File: src/rtl/jtag_host_pkg.sv
// jtag_host_pkg: shared types and constants for the JTAG host shifter
package jtag_host_pkg;
  typedef enum logic [1:0] {IDLE, LOW, HIGH, RESP} state_t;
  localparam int LEN_W = 5;
  localparam int DATA_W = 32;
  localparam logic TMS_RST = 1'b1;
endpackage

File: src/rtl/jtag_host_sync2.sv
// jtag_host_sync2: two-flop synchroniser for the asynchronous tdo input
module jtag_host_sync2 (
  input  logic clk,
  input  logic rst_n,
  input  logic d,
  output logic q
);
  logic meta;
  // shift tdo through two flops to settle metastability
  always_ff @(posedge clk or negedge rst_n)
    if (!rst_n) {q, meta} <= 2'b00;
    else {q, meta} <= {meta, d};
endmodule

File: src/rtl/jtag_host_shifter.sv
// jtag_host_shifter: command/response driven JTAG initiator shifting up to 32 TMS/TDI bits
module jtag_host_shifter import jtag_host_pkg::*; #(
  parameter int DIV = 4,
  parameter bit SYNC_TDO = 1
) (
  input  logic              clk,
  input  logic              rst_n,
  input  logic              cmd_valid,
  output logic              cmd_ready,
  input  logic [LEN_W-1:0]  cmd_len,
  input  logic [DATA_W-1:0] cmd_tms,
  input  logic [DATA_W-1:0] cmd_tdi,
  output logic              rsp_valid,
  input  logic              rsp_ready,
  output logic [DATA_W-1:0] rsp_tdo,
  output logic              tck,
  output logic              tms,
  output logic              tdi,
  input  logic              tdo
);
  state_t state, state_n;
  logic [7:0] cnt;
  logic [LEN_W-1:0] idx, idx_n, len;
  logic [DATA_W-1:0] tms_r, tdi_r;
  logic tdo_s, accept, phase_end, last;
  if (SYNC_TDO) begin : g_sync
    jtag_host_sync2 u_sync (.clk(clk), .rst_n(rst_n), .d(tdo), .q(tdo_s));
  end else begin : g_raw
    assign tdo_s = tdo;
  end
  assign accept = state == IDLE && cmd_valid && cmd_ready;
  assign phase_end = cnt == 8'(DIV - 1);
  assign last = idx == len;
  assign idx_n = idx + 1'b1;
  assign rsp_valid = state == RESP;
  // state register
  always_ff @(posedge clk or negedge rst_n)
    if (!rst_n) state <= IDLE;
    else state <= state_n;
  // next state: LOW and HIGH phases each last DIV cycles, one pair per bit
  always_comb begin
    state_n = state;
    unique case (state)
      IDLE: state_n = accept ? LOW : IDLE;
      LOW:  state_n = phase_end ? HIGH : LOW;
      HIGH: state_n = phase_end ? (last ? RESP : LOW) : HIGH;
      RESP: state_n = rsp_ready ? IDLE : RESP;
      default: state_n = IDLE;
    endcase
  end
  // datapath: phase counter, bit index, pin drivers and tdo capture
  always_ff @(posedge clk or negedge rst_n)
    if (!rst_n) begin
      cnt <= '0;
      idx <= '0;
      len <= '0;
      tms_r <= '0;
      tdi_r <= '0;
      tck <= 1'b0;
      tms <= TMS_RST;
      tdi <= 1'b0;
      rsp_tdo <= '0;
      cmd_ready <= 1'b1;
    end else begin
      tck <= state_n == HIGH;
      cmd_ready <= state == IDLE && !accept;
      cnt <= (state inside {LOW, HIGH} && !phase_end) ? cnt + 8'd1 : 8'd0;
      if (accept) begin
        len <= cmd_len;
        tms_r <= cmd_tms;
        tdi_r <= cmd_tdi;
        idx <= '0;
        tms <= cmd_tms[0];
        tdi <= cmd_tdi[0];
        rsp_tdo <= '0;
      end
      if (state == HIGH && phase_end) begin
        rsp_tdo[idx] <= tdo_s;
        if (!last) begin
          idx <= idx_n;
          tms <= tms_r[idx_n];
          tdi <= tdi_r[idx_n];
        end
      end
    end
endmodule

File: config.mk
export PLATFORM = sky130hd
export DESIGN_NAME = jtag_host_shifter
export DESIGN_NICKNAME = d
export VERILOG_FILES = /design/src/rtl/jtag_host_pkg.sv /design/src/rtl/jtag_host_sync2.sv /design/src/rtl/jtag_host_shifter.sv
export SDC_FILE = /design/constraint.sdc
export NUM_CORES = 1
export LEC_CHECK = 0
export BUFFER_PORTS_ARGS = -buffer_cell sky130_fd_sc_hd__buf_2
export CAP_MARGIN = 25
export CORE_MARGIN = 2
export CORE_UTILIZATION = 35
export CTS_BUF_LIST = sky130_fd_sc_hd__clkbuf_16
export DETAILED_ROUTE_END_ITERATION = 12
export REMOVE_ABC_BUFFERS = 1
export SKIP_LAST_GASP = 1
export SYNTH_ARGS = -nofsm -noshare
export SYNTH_HDL_FRONTEND = slang
export SYNTH_SLANG_ARGS = --single-unit
File: constraint.sdc
create_clock -name clk -period 5.22 [get_ports clk]
set_input_delay 0.522 -clock clk [delete_from_list [all_inputs] [get_ports clk]]
set_output_delay 0.522 -clock clk [all_outputs]
set_load 0.02 [all_outputs]
=== After elaboration in Yosys (flattened, before gate mapping) ===
Index checks and enable logic that the tools add are counted.

* Output and inout port bits: 37
* Register bits after elaboration: 122

* Eq/ne operators: 6
* Multiplexer cells: 25
* $lt $le $gt $ge: 3
* $add $sub $neg: 2
* Reduce and logical (&&, ||, !) cells: 10

{| class="wikitable"
|+ Operators with widths
! kind !! count
|-
| $mux 32 || 2
|-
| $bwmux 32 || 1
|-
| $mux 5 || 3
|-
| $lt 5x6->1 const B || 2
|-
| $bmux 1 s5 || 2
|-
| $mux 1 || 10
|-
| $add 8x1->8 const B || 1
|-
| $eq 8x2->1 const B || 1
|-
| $mux 2 || 4
|-
| $mux 8 || 1
|-
| $pmux 2 s4 || 1
|-
| $eq 2x2->1 const B || 3
|-
| $logic_and 1x1->1 || 6
|-
| $add 5x1->5 const B || 1
|-
| $demux 1 s5 || 1
|-
| $eq 5x5->1 || 1
|-
| $ge 5x1->1 const B || 1
|-
| $eq 2x1->1 const B || 1
|-
| $logic_not 1->1 || 2
|-
| $logic_not 2->1 || 1
|-
| $reduce_bool 2->1 || 1
|}

=== Longest topological paths before layout ===
Gate-level depths: netlist of run 1.

* Depth in word-level cells: 6
* Mapped depth: 10

=== By module ===
Synthesis of run 1 repeated with hierarchy kept, for this count alone.

* Cells, all modules: 558
* Area, all modules: 5626.6 sq um

{| class="wikitable"
|+ By module, submodules not included
! module !! instances !! area an instance (sq um) !! cells each
|-
| jtag_host_shifter || 1 || 5576.6 || 556
|-
| jtag_host_sync2 || 1 || 50.0 || 2
|}

=== Least setup slack after synthesis of run 1 ===
OpenSTA, ideal clock, no wires.

* Path type: flip-flop to flip-flop
* Start point: reg idx[0]
* End point: reg tdi
* Data required time: 5.082 ns
* Slack: 2.645 ns
* Arrival time: 2.437 ns
* Stages on the path, launching flop included: 9
* Cells stage by stage: dfrtp_1 -> clkbuf_1 -> inv_1 -> ha_1 -> buf_4 -> mux4_2 -> and3_1 -> o311ai_1 -> o211ai_1

* Cells in the longest elaborated chain, start to end: 5
* Elaborated cells on any way between the ends: 6
* Classes of those cells: 1 x add/sub; 1 x eq/ne; 4 x mux

{| class="wikitable"
|+ RTL lines
! item !! RTL line !! text
|-
| start: declaration || jtag_host_shifter.sv:23 || <nowiki>logic [LEN_W-1:0] idx, idx_n, len;</nowiki>
|-
| start signal: assignment || jtag_host_shifter.sv:80 || <nowiki>idx <= idx_n;</nowiki>
|-
| $add 5x1->5 || jtag_host_shifter.sv:34 || <nowiki>assign idx_n = idx + 1'b1;</nowiki>
|-
| $bmux 1 s5 || jtag_host_shifter.sv:82 || <nowiki>tdi <= tdi_r[idx_n];</nowiki>
|-
| $mux 1 (implied by the code) || jtag_host_shifter.sv:82 ||
|-
| $mux 1 * || jtag_host_shifter.sv:79 || <nowiki>if (!last) begin</nowiki>
|-
| $mux 1 * || jtag_host_shifter.sv:77 || <nowiki>if (state == HIGH && phase_end) begin</nowiki>
|-
| end signal: assignment || jtag_host_shifter.sv:74 || <nowiki>tdi <= cmd_tdi[0];</nowiki>
|-
| end signal: assignment || jtag_host_shifter.sv:82 ||
|-
| end: declaration || jtag_host_shifter.sv:18 || <nowiki>output logic tdi,</nowiki>
|}

Every way passes the cells marked *; elsewhere a longest branch is shown, timed or not. The select of a mux whose other input is x is not followed.
A chain may end at the register's enable or synchronous reset.

=== Final worst setup path of run 1 ===
Ends and elaborated chain as after synthesis.

==> results of run 1 <==
==> metal layers <==
metal / routed length, um / track usage, % / up-vias
li1: - / - / 1948
met1: 6220 / 20.9 / 2018
met5: 0 / 0 / -
met2: 6280 / 24.2 / 115
met4: 167 / 4.74 / 0
met3: 723 / 4.65 / 16
==> registers in the layout (all words and copies together) (netlist names), 2 cells and up <==
register,cells
tdi_r,32
idx,5
cnt,8
len,5
rsp_tdo,32
tms_r,32
state,2
==> stage by stage <==
stage,power (uW),cells,hold slack (ns)
floorplan,2010,448,0.226
global placement,2230,782,0.337
detailed placement,2270,783,0.340
CTS,3320,813,0.197
global route,3460,814,0.202
finish,3280,814,0.215
==> critical path, cell delays in order (launching register included) <==
cell      delay [ns]
dfrtp_1         0.69
inv_1           0.29
ha_1            1.02
mux4_1          0.65
and3_1          0.19
o311ai_1        0.26
o211ai_1        0.12
==> final cells by class <==
cell class	count	area, sq um	area share [%]
clock buffer	17	425	5.96
sequential	122	3060	42.8
timing repair buffer	116	631	8.84
inverter	5	18.8	0.263
multi-input combinational	321	2640	37.0
tap	220	275	3.86
clock inverter	13	91.3	1.28
==> power by group <==
part	leakage, uW	internal (uW)	switching, uW
clock network	0.000259	633	400
logic	0.00158	466	343
registers	0.00154	1260	180
total	0.00338	2360	923
==> final timing paths <==
check | from | endpoint | slack (ns)
worst max-delay path | idx[0] | tdi | 1.84
worst min-delay path | tdo | g_sync.u_sync.meta | 0.21
worst max register to register | idx[0] | tdi | 1.84
worst min register to register | g_sync.u_sync.meta | g_sync.u_sync.q | 0.35
max in group asynchronous | rst_n | tdi_r[12] | 3.76
min in group asynchronous | rst_n | rsp_tdo[24] | 0.24
==> cell families (layout without fill, tap and decap cells) <==
| group | after synthesis | count (layout) | synth area share (%) |
|---|---|---|---|
| XOR/XNOR | 15 | 15 | 2.22 |
| AO/OA/AOI/OAI | 87 | 87 | 10.2 |
| flip-flops | 122 | 122 | 51.6 |
| multiplexers | 104 | 104 | 21.3 |
| adder cells (fa/ha/maj) | 10 | 10 | 2.11 |
| AND/OR/NAND/NOR | 105 | 105 | 8.66 |
| buffers and inverters | 42 | 151 | 3.99 |
==> placed cells by master (no fill, tap or decap), types with 5 or more instances in the layout <==
master / synthesis / layout
a21oi_1: 37 / 37
a31o_1: 32 / 32
buf_2: 6 / 109
nand3_1: 12 / 12
dfrtp_1: 120 / 120
inv_1: 5 / 8
mux2i_1: 17 / 17
mux2_2: 78 / 78
nor3_1: 5 / 5
ha_1: 10 / 10
xor2_1: 10 / 10
nand2_1: 40 / 40
buf_4: 5 / 5
clkbuf_16: 0 / 17
nor2_1: 18 / 18
and3_1: 15 / 14
==> metrics.md, run 1 <==
| Metric | Value |
|---|---|
| Design Area, Final | `about 0.0071 sq mm` |
| Hold Crit Class | `in2reg` |
| Util after Layout | `a little over two fifths` |
| First DRT Iteration DRCs | `290` |
| Top cells by count, synth | `120 x dfrtp_1, 78 x mux2_2, 40 x nand2_1` |
| Count leader, synth | `dfrtp_1` |
| Ant diodes | `0` |
| Mean Syn Cell Area | `12.2 sq um` |
| Setup Crit Path Kind | `reg2reg` |
| Via count | `approximately 4100` |
| Core area | `roughly 0.017 sq mm` |
| Num CTS Buffers | `17` |
| CP endpoint kind | `flip-flop` |
| Initial antenna violation count | `0` |
| Async SR Flop Fraction | `100%` |
| DRT Pass-1 Iters | `4` |
| # fillers | `1574` |
| Placed cell area | `approximately 0.0066 sq mm` |
| Synth Register Bits | `122` |
| Drt via density | `just over 5` |
| Final worst slack | `between 1.5 and 2 ns` |
| Clock Skew | `roughly 0.0080 ns` |
| Maximum number of pins on one net before global-route repair | `70` |
| Worst slack at placement | `roughly 1.8 ns` |
| CTS tree | `done` |
| Synth-to-layout area growth | `20.5%` |
| Die X | `roughly 130 um` |
| FMAX | `around 300 MHz` |
| Status | `finished, final reports clean` |
| Max Slew Vio Count | `0` |
| Die Y | `134 um` |
| Total grt overflow | `0` |
| Maximum vdd drop | `approximately 0.00023 V` |
| First-pass GRT wire length | `roughly 22 mm` |
| Dominant synthesized flop cell | `dfrtp_1` |
| Hold_buf cts | `0` |
| Yosys top cell area share | `roughly 51%` |
| Nets | `around 670` |
| Die area | `0.0180 sq mm` |
| CTS Root Cell | `clkbuf_16` |
| Critical path required time | `5.50 ns` |
| Worst slew margin | `between 30 and 40%` |
| Distinct cells, synth | `39` |
| Wirelength per Cell | `about 16 um` |
| Clock latency on the worst-skew pair | `between 0.4 and 0.5 ns` |
| Hold Fails Final Rpt | `0` |
| Sequential-to-total area share from yosys stat | `51.6%` |
| Startpoint class of the critical path | `flip-flop` |
| Vias in the first global route | `about 4100` |
| Worst-margin pin slew | `0.992 ns` |
| I/O pins | `about 110` |
| RSZ-0062 raised after global routing | `no` |
| Max Buffers Root-to-Sink | `2` |
| Pwr dens | `459 mW/mm^2` |
| Number of flops mapped to enable cells by yosys | `0` |
| Setup bufs post-CTS | `0` |
| Layout cell share with drive strength beyond 1 | `38.9%` |
| Reg clk slew, reported paths | `roughly 0.050 ns` |
| Minimum clock period | `around 3.4 ns` |
| Cts repair resizes | `0` |
| Max cap viols | `0` |
| Fin Setup TNS | `0 ns` |
| R2R depth | `6` |
| Post-Syn Instances | `roughly 490` |
| Dominant cells by area after synthesis | `dfrtp_1 51%, mux2_2 15%, a31o_1 4.7%, a21oi_1 3.1%, mux2i_1 2.9%` |
| DP HPWL | `9.33 mm` |
| Final WL | `13.4 mm` |
| Synth warn | `0` |
| Drt drc | `0` |
| Final setup vio count | `0` |
| Cell area after synthesis | `just under 0.006 sq mm` |
| Leak | `roughly 0.0034 uW` |
| Hold-critical path depth | `1` |
| Overall Global Routing Usage | `between 10% and 20%` |
| CP Max Fanout | `21` |
| Rows | `between 40 and 50` |
| # H-tree levels | `4` |
| Gpl congestion | `between 0.7 and 0.8` |
| Fin crit share | `approximately two thirds` |
| CTS Sinks | `about 120` |
| Final ANT Viol Nets | `0` |
| Dominant cell type by area after synthesis | `dfrtp_1` |
| Initial Utilization | `a little over a third` |
| PortBufs | `between 100 and 150` |
| Arr. time, crit path | `3.66 ns` |
(Power assumes the default switching activity.)
==> run 2: changes to the inputs <==
- clock period: 5.22 -> 3.5 ns (I/O delays scaled with it)
==> run 2 against run 1 <==
Compared with the run above:
- first-iteration DRC count down 11%
- register-to-register slack worse by 0.91 ns
- maximum frequency up 31%
- sequential share of layout area down 0.34 points
- core utilization up 0.34 points
- worst hold slack worse by 0.16 ns
- clock power up 49%
- cell area up 0.79%
- clock skew down 0.0022 ns
- final cell count up 0.98%
- setup slack worse by 0.91 ns
- critical endpoint is now tms
==> metrics.md, run 2 (synthesis gave the netlist of run 1 again) <==
| Metric | Value |
|---|---|
| Final ANT Viol Nets | `0` |
| Pwr dens | `between 600 and 700 mW/mm^2` |
| FF/Latch Area | `between 0.003 and 0.004 sq mm` |
| # fillers | `1584` |
| RSZ-0062 raised after global routing | `no` |
| Num CTS Buffers | `17` |
| Synth-to-layout area growth | `21.4%` |
| CTS tree | `done` |
| First DRT Iteration DRCs | `about 260` |
| DRT Pass-1 Iters | `4` |
| Critical-path top delay cell | `ha_1` |
| Gpl congestion | `0.774` |
| Worst-margin pin slew | `0.838 ns` |
| Clock latency on the worst-skew pair | `roughly 0.41 ns` |
| Max cap viols | `0` |
| Setup bufs post-CTS | `0` |
| First-pass GRT wire length | `22.3 mm` |
| Initial antenna violation count | `0` |
| DP HPWL | `roughly 9.8 mm` |
| I/O pins | `111` |
| Total grt overflow | `0` |
| Final setup vio count | `0` |
| Arr. time, crit path | `around 2.9 ns` |
| Core area | `~0.017 sq mm` |
| Drt drc | `0` |
| Maximum vdd drop | `between 0.0004 and 0.0005 V` |
| Die Y | `~130 um` |
| Max Slew Vio Count | `0` |
| Vias in the first global route | `roughly 4300` |
| Nets | `between 600 and 700` |
| CP endpoint kind | `flip-flop` |
| Fin crit share | `between 70% and 80%` |
| Final WL | `between 10 and 15 mm` |
| Rows | `47` |
| Drt via density | `around 5.1` |
| # placed instances | `787` |
| Minimum clock period | `about 2.6 ns` |
| Fin Setup TNS | `0 ns` |
| PortBufs | `between 100 and 150` |
| CTS Root Cell | `clkbuf_16` |
| Finished Layout Cells | `822` |
| Die X | `about 130 um` |
| Initial Utilization | `35.7%` |
| Hold Fails Final Rpt | `0` |
| Reg clk slew, reported paths | `0.05 ns` |
| CP Max Fanout | `13` |
| Max Buffers Root-to-Sink | `2` |
| Startpoint class of the critical path | `flip-flop` |
| Die area | `roughly 0.018 sq mm` |
| Area occupied by multi-input gates | `~0.0026 sq mm` |
| Worst slew margin | `between 40% and 50%` |
| Layout cell share with drive strength beyond 1 | `between 30% and 40%` |
| # H-tree levels | `4` |
| Commonest non-fill, non-tap cell in the layout | `dfrtp_1` |
| Commonest non-fill, non-tap cells in the layout | `120 x dfrtp_1, 109 x buf_2, 78 x mux2_2, 40 x nand2_1, 37 x a21oi_1` |
| Hold Crit Class | `in2reg` |
| Crit-path cells | `inv_1 -> ha_1 -> buf_4 -> mux4_1 -> mux2_2 -> a32oi_1 -> o211ai_1` |
| FMAX | `388 MHz` |
| Wirelength per Cell | `between 15 and 20 um` |
| Top flop regs | `rsp_tdo: 32 flops, tdi_r: 32 flops, tms_r: 32 flops` |
| Overall Global Routing Usage | `roughly 16%` |
| Leak | `0.00343 uW` |
| CTS Sinks | `~120` |
| Ant diodes | `0` |
| Setup Crit Path Kind | `reg2reg` |
| Maximum number of pins on one net before global-route repair | `74` |
| Largest stage delay, worst path | `around 0.59 ns` |
| Status | `finished, final reports clean` |
| Cts repair resizes | `0` |
| Clock Skew | `between 0.005 and 0.006 ns` |
| Via count | `between 4000 and 5000` |
| Critical path required time | `3.82 ns` |
-- run 2: final timing paths --
check / slack [ns] / from / depth (start not counted) / endpoint
min in group asynchronous: 0.29 / rst_n / 2 / cnt[0]
setup / recovery: 0.92 / idx[0] / 7 / tms
hold / removal: 0.05 / tdo / 1 / g_sync.u_sync.meta
setup reg to reg: 0.92 / idx[0] / 7 / tms
hold reg to reg: 0.35 / g_sync.u_sync.meta / 0 / g_sync.u_sync.q
max in group asynchronous: 2.24 / rst_n / 4 / cmd_ready
-- run 2: routing by layer --
metal | vias to the layer above | GRT usage, % | wire length, um
met4 | 0 | 4.27 | 83
met5 | - | 0 | 0
met1 | 2056 | 20.8 | 6290
li1 | 1965 | - | -
met3 | 12 | 4.72 | 718
met2 | 124 | 25.9 | 6670
-- run 2: worst max-delay path: cells and delay by family, from the launching register on --
kind	cells	cell delay (ns)
AO/OA/AOI/OAI	2	0.25
adder cells (fa/ha/maj)	1	0.59
buffers and inverters	2	0.45
flip-flops	1	0.35
multiplexers	2	0.85
-- run 2: power breakdown --
group / internal, uW / switching, uW
logic: 690 / 495
clock network: 945 / 586
registers: 1880 / 302
-- run 2: layout make-up --
class | instances | area share (%)
sequential | 122 | 42.5
multi-input combinational | 321 | 36.7
timing repair buffer | 122 | 9.53
clock buffer | 17 | 5.91
tap | 220 | 3.83
clock inverter | 15 | 1.29
inverter | 5 | 0.261
-- run 2: through the flow --
| stage | setup slack, ns | utilization [%] | instance area, sq um | power, uW | hold slack, ns |
|---|---|---|---|---|---|
| floorplan | 0.364 | - | 5710 | 3000 | 0.0544 |
| global placement | 0.990 | 39.9 | 6610 | 3340 | 0.334 |
| detailed placement | 0.914 | 39.9 | 6610 | 3400 | 0.347 |
| CTS | 0.891 | 43.0 | 7130 | 4960 | 0.0317 |
| global route | 0.718 | 43.4 | 7190 | 5180 | 0.0426 |
| finish | 0.924 | 43.4 | 7190 | 4890 | 0.0534 |
-- run 2: timing repair --
action	in CTS	in global routing
endpoints found under the hold margin	0	4
hold buffers	0	1
setup endpoints to repair	0	0
